[config.mk]
export PLATFORM = sky130hd
export DESIGN_NAME = bus_master
export DESIGN_NICKNAME = d
export VERILOG_FILES = /design/src/rtl/system_bus_pkg.sv /design/src/rtl/bus_timeout_ctr.sv /design/src/rtl/bus_master.sv
export SDC_FILE = /design/constraint.sdc
export NUM_CORES = 1
export LEC_CHECK = 0
export CAP_MARGIN = 10
export CORE_MARGIN = 1
export CORE_UTILIZATION = 30
export CTS_CLUSTER_SIZE = 24
export DETAILED_ROUTE_END_ITERATION = 16
export SLEW_MARGIN = 20
export SYNTH_ARGS = -nofsm -noshare
export SYNTH_HDL_FRONTEND = slang
export SYNTH_SLANG_ARGS = --single-unit
[constraint.sdc]
create_clock -name clk -period 2.35 [get_ports clk]
set_clock_uncertainty 0.1 [all_clocks]
set_input_delay 0.5875 -clock clk [delete_from_list [all_inputs] [get_ports clk]]
set_output_delay 0.5875 -clock clk [all_outputs]
set_load 0.005 [all_outputs]
[src/rtl/system_bus_pkg.sv]
// system_bus_pkg: shared bus encodings, default widths and the bus master state type.
package system_bus_pkg;
  localparam logic MODE_READ  = 1'b0;
  localparam logic MODE_WRITE = 1'b1;
  localparam int ADDR_W = 16;
  localparam int DATA_W = 8;
  typedef enum logic [2:0] {IDLE, REQ, ISSUE, WAIT, RESP} bus_master_state_t;
endpackage

[src/rtl/bus_timeout_ctr.sv]
// bus_timeout_ctr: counts WAIT cycles; expired flags the last allowed cycle.
module bus_timeout_ctr #(
  parameter int TIMEOUT_CYC = 16
) (
  input  logic clk,
  input  logic rst_n,
  input  logic i_clear,
  input  logic i_en,
  output logic o_expired
);
  localparam int CW = $clog2(TIMEOUT_CYC);
  logic [CW-1:0] r_cnt;
  always_ff @(posedge clk or negedge rst_n) begin
    if (!rst_n) r_cnt <= '0;
    else if (i_clear) r_cnt <= '0;
    else if (i_en) r_cnt <= r_cnt + CW'(1);
  end
  assign o_expired = r_cnt == CW'(TIMEOUT_CYC - 1);
endmodule

[src/rtl/bus_master.sv]
// bus_master: turns one host command into a single bus transaction and returns the slave's
// response, or an error response when the slave stays silent past the timeout.
module bus_master #(
  parameter int ADDR_W      = system_bus_pkg::ADDR_W,
  parameter int DATA_W      = system_bus_pkg::DATA_W,
  parameter int TIMEOUT_CYC = 16
) (
  input  logic              clk,
  input  logic              rst_n,
  input  logic              cmd_valid,
  output logic              cmd_ready,
  input  logic              cmd_mode,
  input  logic [ADDR_W-1:0] cmd_addr,
  input  logic [DATA_W-1:0] cmd_wdata,
  output logic              rsp_valid,
  input  logic              rsp_ready,
  output logic [DATA_W-1:0] rsp_rdata,
  output logic              rsp_err,
  output logic              busy,
  output logic              m_req,
  input  logic              m_grant,
  output logic              mode,
  output logic [ADDR_W-1:0] addr,
  output logic [DATA_W-1:0] wdata,
  output logic              m_valid,
  input  logic [DATA_W-1:0] rdata,
  input  logic              sl_valid,
  input  logic              sl_ready
);
  import system_bus_pkg::*;
  bus_master_state_t r_state, w_next;
  logic w_expired, w_done;
  assign cmd_ready = (r_state == IDLE) && rst_n;
  assign busy      = r_state != IDLE;
  assign w_done    = (r_state == WAIT) && (sl_valid || w_expired);
  bus_timeout_ctr #(.TIMEOUT_CYC(TIMEOUT_CYC)) u_tmo (
    .clk      (clk),
    .rst_n    (rst_n),
    .i_clear  (r_state == ISSUE),
    .i_en     ((r_state == WAIT) && !sl_valid && !w_expired),
    .o_expired(w_expired)
  );
  always_ff @(posedge clk or negedge rst_n) begin
    if (!rst_n) r_state <= IDLE;
    else r_state <= w_next;
  end
  always_comb begin
    w_next = r_state;
    case (r_state)
      IDLE:    w_next = cmd_valid ? REQ : IDLE;
      REQ:     w_next = (m_grant && sl_ready) ? ISSUE : REQ;
      ISSUE:   w_next = WAIT;
      WAIT:    w_next = w_done ? RESP : WAIT;
      RESP:    w_next = rsp_ready ? IDLE : RESP;
      default: w_next = IDLE;
    endcase
  end
  // Bus fields change only on command accept so they stay stable through REQ and idle time.
  always_ff @(posedge clk or negedge rst_n) begin
    if (!rst_n) begin
      m_req     <= 1'b0;
      m_valid   <= 1'b0;
      mode      <= 1'b0;
      addr      <= '0;
      wdata     <= '0;
      rsp_valid <= 1'b0;
      rsp_err   <= 1'b0;
      rsp_rdata <= '0;
    end else begin
      m_valid <= (r_state == REQ) && m_grant && sl_ready;
      if (r_state == IDLE && cmd_valid) begin
        mode  <= cmd_mode;
        addr  <= cmd_addr;
        wdata <= cmd_wdata;
        m_req <= 1'b1;
      end
      if (w_done) begin
        rsp_rdata <= sl_valid ? rdata : '0;
        rsp_err   <= !sl_valid;
        rsp_valid <= 1'b1;
        m_req     <= 1'b0;
      end
      if (r_state == RESP && rsp_ready) rsp_valid <= 1'b0;
    end
  end
endmodule

==> qor.yml, run 1 <==
clockRootBuffer: "clkbuf_8"
area_delta_synth_final_pct: 50.46
ys_seq_area_frac: 0.5828
power.density_mw_per_mm2: 1214
fillers: 561
ant_nets: 0
grt_pass1_wl_mm: 6.693
status: "completed"
initial_core_util: 0.3154
syn_avg_cell_area_um2: 14.53
final_max_slew_viol_count: 0
fp.coreArea_mm2: 0.005991
max_freq_ghz: 0.4445
routed_via_density: 4.749
via_count: 1382
first_pass_iters: 4
crit_type: "flip-flop to primary output"
hold_viol_final: 0
overflow: 0
insertion_delay_ps: 290
r2r_end: "addr[15]$_DFFE_PN0P_"
holdCritPathClass: "primary input to asynchronous set/reset pin"
power_mw: 3.452
tns_ps: 0
rsz0062_at_grt: "false"
layout.cells.most_common: "clkdlybuf4s50_1"
cp-end-kind: "primary output"
setup_viol: 0
rows: 28
ir_drop_mv: 0.4674
drcViolationCount: 0
ys_warn_count: 0
dieArea_mm2: 0.006619
drv_cap: 0
dp.cells: 283
r2r_setup_slack_ps: 600
wl_mm: 4.204
reg2regPathDepth: 4
synth.distinct_cells: 33
worst_slew_pin_slew_ps: 572.3
fin_nets: 256
synthCells: 130
postCtsSetupBuffers: 0
syn-num-nets: 171
die_width_um: 81.36
reg2reg_from: "r_state[1]$_DFF_PN0_"
clkTransAtPathRegs_ps: 90
slew_headroom: 0.6185
cts_buffers: 5
grt_max_degree: 45
clockBufferDepth: 2
fin_cells: 291
crit_fanout: 3
power_leakage_nw: 1.237
grt_pass1_vias: 1390
fin_crit_sh: 0.9574
ys_seq_elements: 44
wl_per_cell_um: 14.45
die_y_um: 81.36
final_cell_mix: "76 x clkdlybuf4s50_1, 44 x dfrtp_1, 19 x mux2_4, 8 x a22o_1, 7 x nand2_1"
ys.flop_type: "dfrtp_1"
crit_arrival_ps: 1560
drive_above_1_share: 0.2037
holdWs_ps: 285.2
startpoint: "r_state[1]$_DFF_PN0_"
start_kind: "flip-flop"
gp_congestion: 0.7562
io_pins: 79
cts_sinks: 44
port_buffers: 78
crit_required_ps: 1660
cts_htree_levels: 2
antenna_cells: 0
synth_edf_count: 0
netlist_area_mm2: 0.001889
drt_iter0_markers: 45
cts_tree: "built"
dpl.hpwl_mm: 3.001
async_flop_share: 1.000
period_minus_slack_ps: 2250
grt_usage: 0.1345
antenna_found_initial: 0
-- how the worst max path moves through the flow --
stage | slack [ps] | endpoint | cells past startpoint
global route | 40 | busy | 2
detailed placement | 190 | addr[15]$_DFFE_PN0P_ | 5
floorplan | 660 | addr[0]$_DFFE_PN0P_ | 5
CTS | 80 | busy | 2
finish | 100 | busy | 2
global placement | 190 | addr[15]$_DFFE_PN0P_ | 5
-- report_power, final --
part / total (mW) / switching (mW) / leakage, nW / internal, mW
clock: 0.482 / 0.248 / 0.0510 / 0.235
combinational: 1.65 / 0.535 / 0.656 / 1.11
sequential: 1.32 / 0.202 / 0.531 / 1.12
total: 3.45 / 0.985 / 1.24 / 2.47
-- metal layers --
| layer | up-vias | share of wire | GRT usage |
|---|---|---|---|
| li1 | 642 | - | - |
| met1 | 678 | 0.46 | 0.1825 |
| met2 | 57 | 0.46 | 0.2075 |
| met3 | 5 | 0.077 | 0.04157 |
| met4 | 0 | 0.0045 | 0.03214 |
| met5 | - | 0 | 0 |
-- flip-flops by register name, indices dropped and copies added (netlist names) --
signal	count
m_req	1
rsp_rdata	8
rsp_valid	1
addr	16
rsp_err	1
u_tmo.r_cnt	4
mode	1
r_state	3
wdata	8
m_valid	1
-- what timing repair did --
action                                  4_1_cts  5_1_grt
hold buffers                                  0        0
endpoints found under the setup margin        1        0
resized for setup                             1        0
-- synth_stat cells, types with 2 or more instances --
cell	instances	area (µm²)
o31ai_1	3	22.52
a21oi_1	4	20.02
dfrtp_1	44	1101
mux2_2	6	67.56
nor2_1	3	11.26
nand2_1	7	26.28
a31oi_1	2	12.51
inv_1	5	18.77
buf_12	2	40.04
a31o_2	2	17.52
a22o_1	8	70.07
nand3_1	4	20.02
mux2_4	19	285.3
buf_2	2	10.01
-- kinds of logic (layout without fill, tap and decap cells) --
logic type | after synthesis | after routing | synth area share
mux | 25 | 25 | 0.1868
flops | 44 | 44 | 0.5828
simple gates | 25 | 25 | 0.08346
fa+ha+maj | 1 | 1 | 0.006621
compound gates | 24 | 24 | 0.09603
buf+inv | 11 | 97 | 0.04437
-- layout make-up --
cell class,count,area (µm²),share of cell area
tap,75,93.84,0.03301
sequential,44,1101,0.3873
clock inverter,2,10.01,0.003521
clock buffer,6,82.58,0.02905
timing repair buffer,84,832.0,0.2927
inverter,5,18.77,0.006602
multi-input combinational,75,704.4,0.2478
-- worst max-delay path, stage by stage, from the launching register on --
cell and delay, ps:
dfrtp_1 390, or3_4 430, clkdlybuf4s50_1 460
-- metrics by stage --
step           utilization  setup slack (ps)  area (µm²)
5_1_grt             0.4745             39.80        2843
6_report            0.4745             100.1        2843
4_1_cts             0.4745             77.73        2843
3_5_place_dp        0.4593             191.8        2751
2_1_floorplan            -             655.5        1889
3_3_place_gp        0.4593             191.9        2751
Power figures use the tool's default switching activity.
==> inputs of run 2 (changes only) <==
CAP_MARGIN = not set   (was 10)
CORE_UTILIZATION = 45   (was 30)
PLACE_DENSITY = 0.84   (was not set)
clock period = 2.6 ns   (was 2.35 ns; I/O delays follow)
==> qor.yml, run 2 (synthesis gave the netlist of run 1 again) <==
rsz0062_at_grt: "false"
wl_met3_um: 285  # -12%
swShare: 0.2801  # -0.005261
clockRootBuffer: "clkbuf_8"
layout.cells.most_common: "clkdlybuf4s50_1"
clockBufferDepth: 2  # unchanged
p_sw_uw: 897.2  # -8.9%
intPower_mw: 2.306  # -6.5%
cts_htree_levels: 2  # unchanged
power_frac_clock: 0.155  # +0.015
crit_required_ps: 1850  # +190 ps
final_cell_mix: "77 x clkdlybuf4s50_1, 42 x dfrtp_1, 19 x mux2_4, 8 x a22o_1, 7 x nand2_1"
insertion_delay_ps: 280  # about the same
dpl.hpwl_mm: 3.083  # +2.7%
ir_drop_mv: 0.5676  # +21%
final_max_slew_viol_count: 0  # unchanged
initial_core_util: 0.4689  # +0.1536
power_frac_seq: 0.381  # about the same
routed_via_density: 5.200  # +9.5%
io_pins: 79  # unchanged
power_mw: 3.203  # -7.2%
overflow: 0  # unchanged
largest_register: "addr"
max_freq_ghz: 0.3986
grt_pass1_vias: 1299  # -6.5%
status: "completed"
grt_pass1_wl_mm: 6.230  # -6.9%
gp_congestion: 0.8083  # +6.9%
power_leakage_nw: 1.229  # -0.67%
crit_arrival_ps: 1760  # +200 ps
reg_top3: "addr x16, rsp_rdata x8, wdata x8"
met1Wirelength_mm: 1.716  # -12%
port_buffers: 78  # unchanged
wl_per_cell_um: 15.74  # +9.0%
period_minus_slack_ps: 2509
preCtsSetupSlack_ps: 286.4  # +94.59 ps
drcViolationCount: 0  # unchanged
crit_type: "flip-flop to primary output"
topRoutingLayerUsed: "met4"
die_y_um: 66.80  # -18%
ant_nets: 0  # unchanged
antenna_found_initial: 0  # unchanged
fin_nets: 255  # -0.39%
power.density_mw_per_mm2: 1135  # -6.6%
die_width_um: 66.80  # -18%
via_count: 1378  # -0.29%
drive_above_1_share: 0.2047  # +0.0009475
rows: 23  # -18%
clkTransAtPathRegs_ps: 80  # about the same
comb_power_share: 0.464  # -0.014
wl_mm: 4.172  # -0.76%
worst_slew_pin_slew_ps: 587.9  # +15.62 ps
area_delta_synth_final_pct: 49.40
fp.coreArea_mm2: 0.004029  # -33%
fillers: 283  # -50%
first_pass_iters: 4  # unchanged
cts_sinks: 44  # unchanged
hold_viol_final: 0  # unchanged
tns_ps: 0  # unchanged
start_kind: "flip-flop"
wl_met2_mm: 2.073  # +8.1%
drv_cap: 0  # unchanged
holdCritPathClass: "primary input to asynchronous set/reset pin"
holdWs_ps: 361.1  # +75.90 ps
cts_buffers: 5  # unchanged
antenna_cells: 0  # unchanged
cts_tree: "built"
cts_hold_buf: 0  # unchanged
drt_iter0_markers: 41  # -8.9%
fin_cells: 265  # -8.9%
grt_usage: 0.1943  # +0.05982
grt_max_degree: 45  # unchanged
cp-end-kind: "primary output"
largest_reg_flops: 16  # unchanged
fin_ws_ps: 91.20  # -8.857 ps
slew_headroom: 0.6066  # -0.01186
dp.cells: 255  # -9.9%
dieArea_mm2: 0.004462  # -33%
crit_fanout: 4  # +1
setup_viol: 0  # unchanged
fin_crit_sh: 0.9649
## run 2: cell types whose count changed in the layout (fill, tap and decap cells not counted), sizes merged
| cell | change |
|---|---|
| buf | -1 |
| bufinv | +1 |
| clkdlybuf4s50 | +1 |
| clkinv | -1 |
| dlygate4sd2 | -1 |
## run 2: power by group through the flow
stage / sequential (mW) / clock, mW / combinational [mW]
floorplan: 1.22 / 0 / 0.713
global placement: 1.21 / 0 / 1.42
detailed placement: 1.24 / 0 / 1.47
CTS: 1.23 / 0.514 / 1.48
global route: 1.26 / 0.539 / 1.61
finish: 1.22 / 0.498 / 1.49
## run 2: final timing paths
path,start,end,slack (ps),cells after the start
worst max-delay path,r_state[1]$_DFF_PN0_,cmd_ready,90,3
worst min-delay path,rst_n,mode$_DFFE_PN0P_,360,2
worst min register to register,m_req$_DFFE_PN0P_,m_req$_DFFE_PN0P_,400,1
min in group clk,m_req$_DFFE_PN0P_,m_req$_DFFE_PN0P_,400,1
worst max register to register,r_state[1]$_DFF_PN0_,addr[8]$_DFFE_PN0P_,760,4
max in group asynchronous,rst_n,r_state[1]$_DFF_PN0_,1650,2
## run 2: repair_timing
action	4_1_cts	5_1_grt
setup endpoints to repair	1	1
pin swaps	0	0
resized for setup	1	1
hold endpoints to repair	0	0
buffers inserted	0	2
## run 2: area by class of cell
cell class,count,area [µm²],area share
clock buffer,6,72.57,0.02571
tap,50,62.56,0.02216
sequential,44,1104,0.3910
multi-input combinational,75,704.4,0.2496
inverter,5,18.77,0.006649
timing repair buffer,83,825.8,0.2926
clock inverter,2,35.03,0.01241
## run 2: critical path, cell delays in order (launching register included)
cell and delay [ps]:
dfrtp_2 430, or3_4 430, nor2_1 110, clkdlybuf4s50_1 510
## run 2: through the flow
stage               area, µm²  utilization
finish                   2823       0.7006
detailed placement       2698       0.6696
floorplan                1889            -
global route             2823       0.7006
CTS                      2806       0.6966
global placement         2698       0.6696
## run 2: metal layers
metal | vias to the layer above | GRT usage
met1 | 660 | 0.2350
met2 | 66 | 0.3245
met3 | 11 | 0.05308
met4 | 0 | 0.07979
li1 | 641 | -
met5 | - | 0
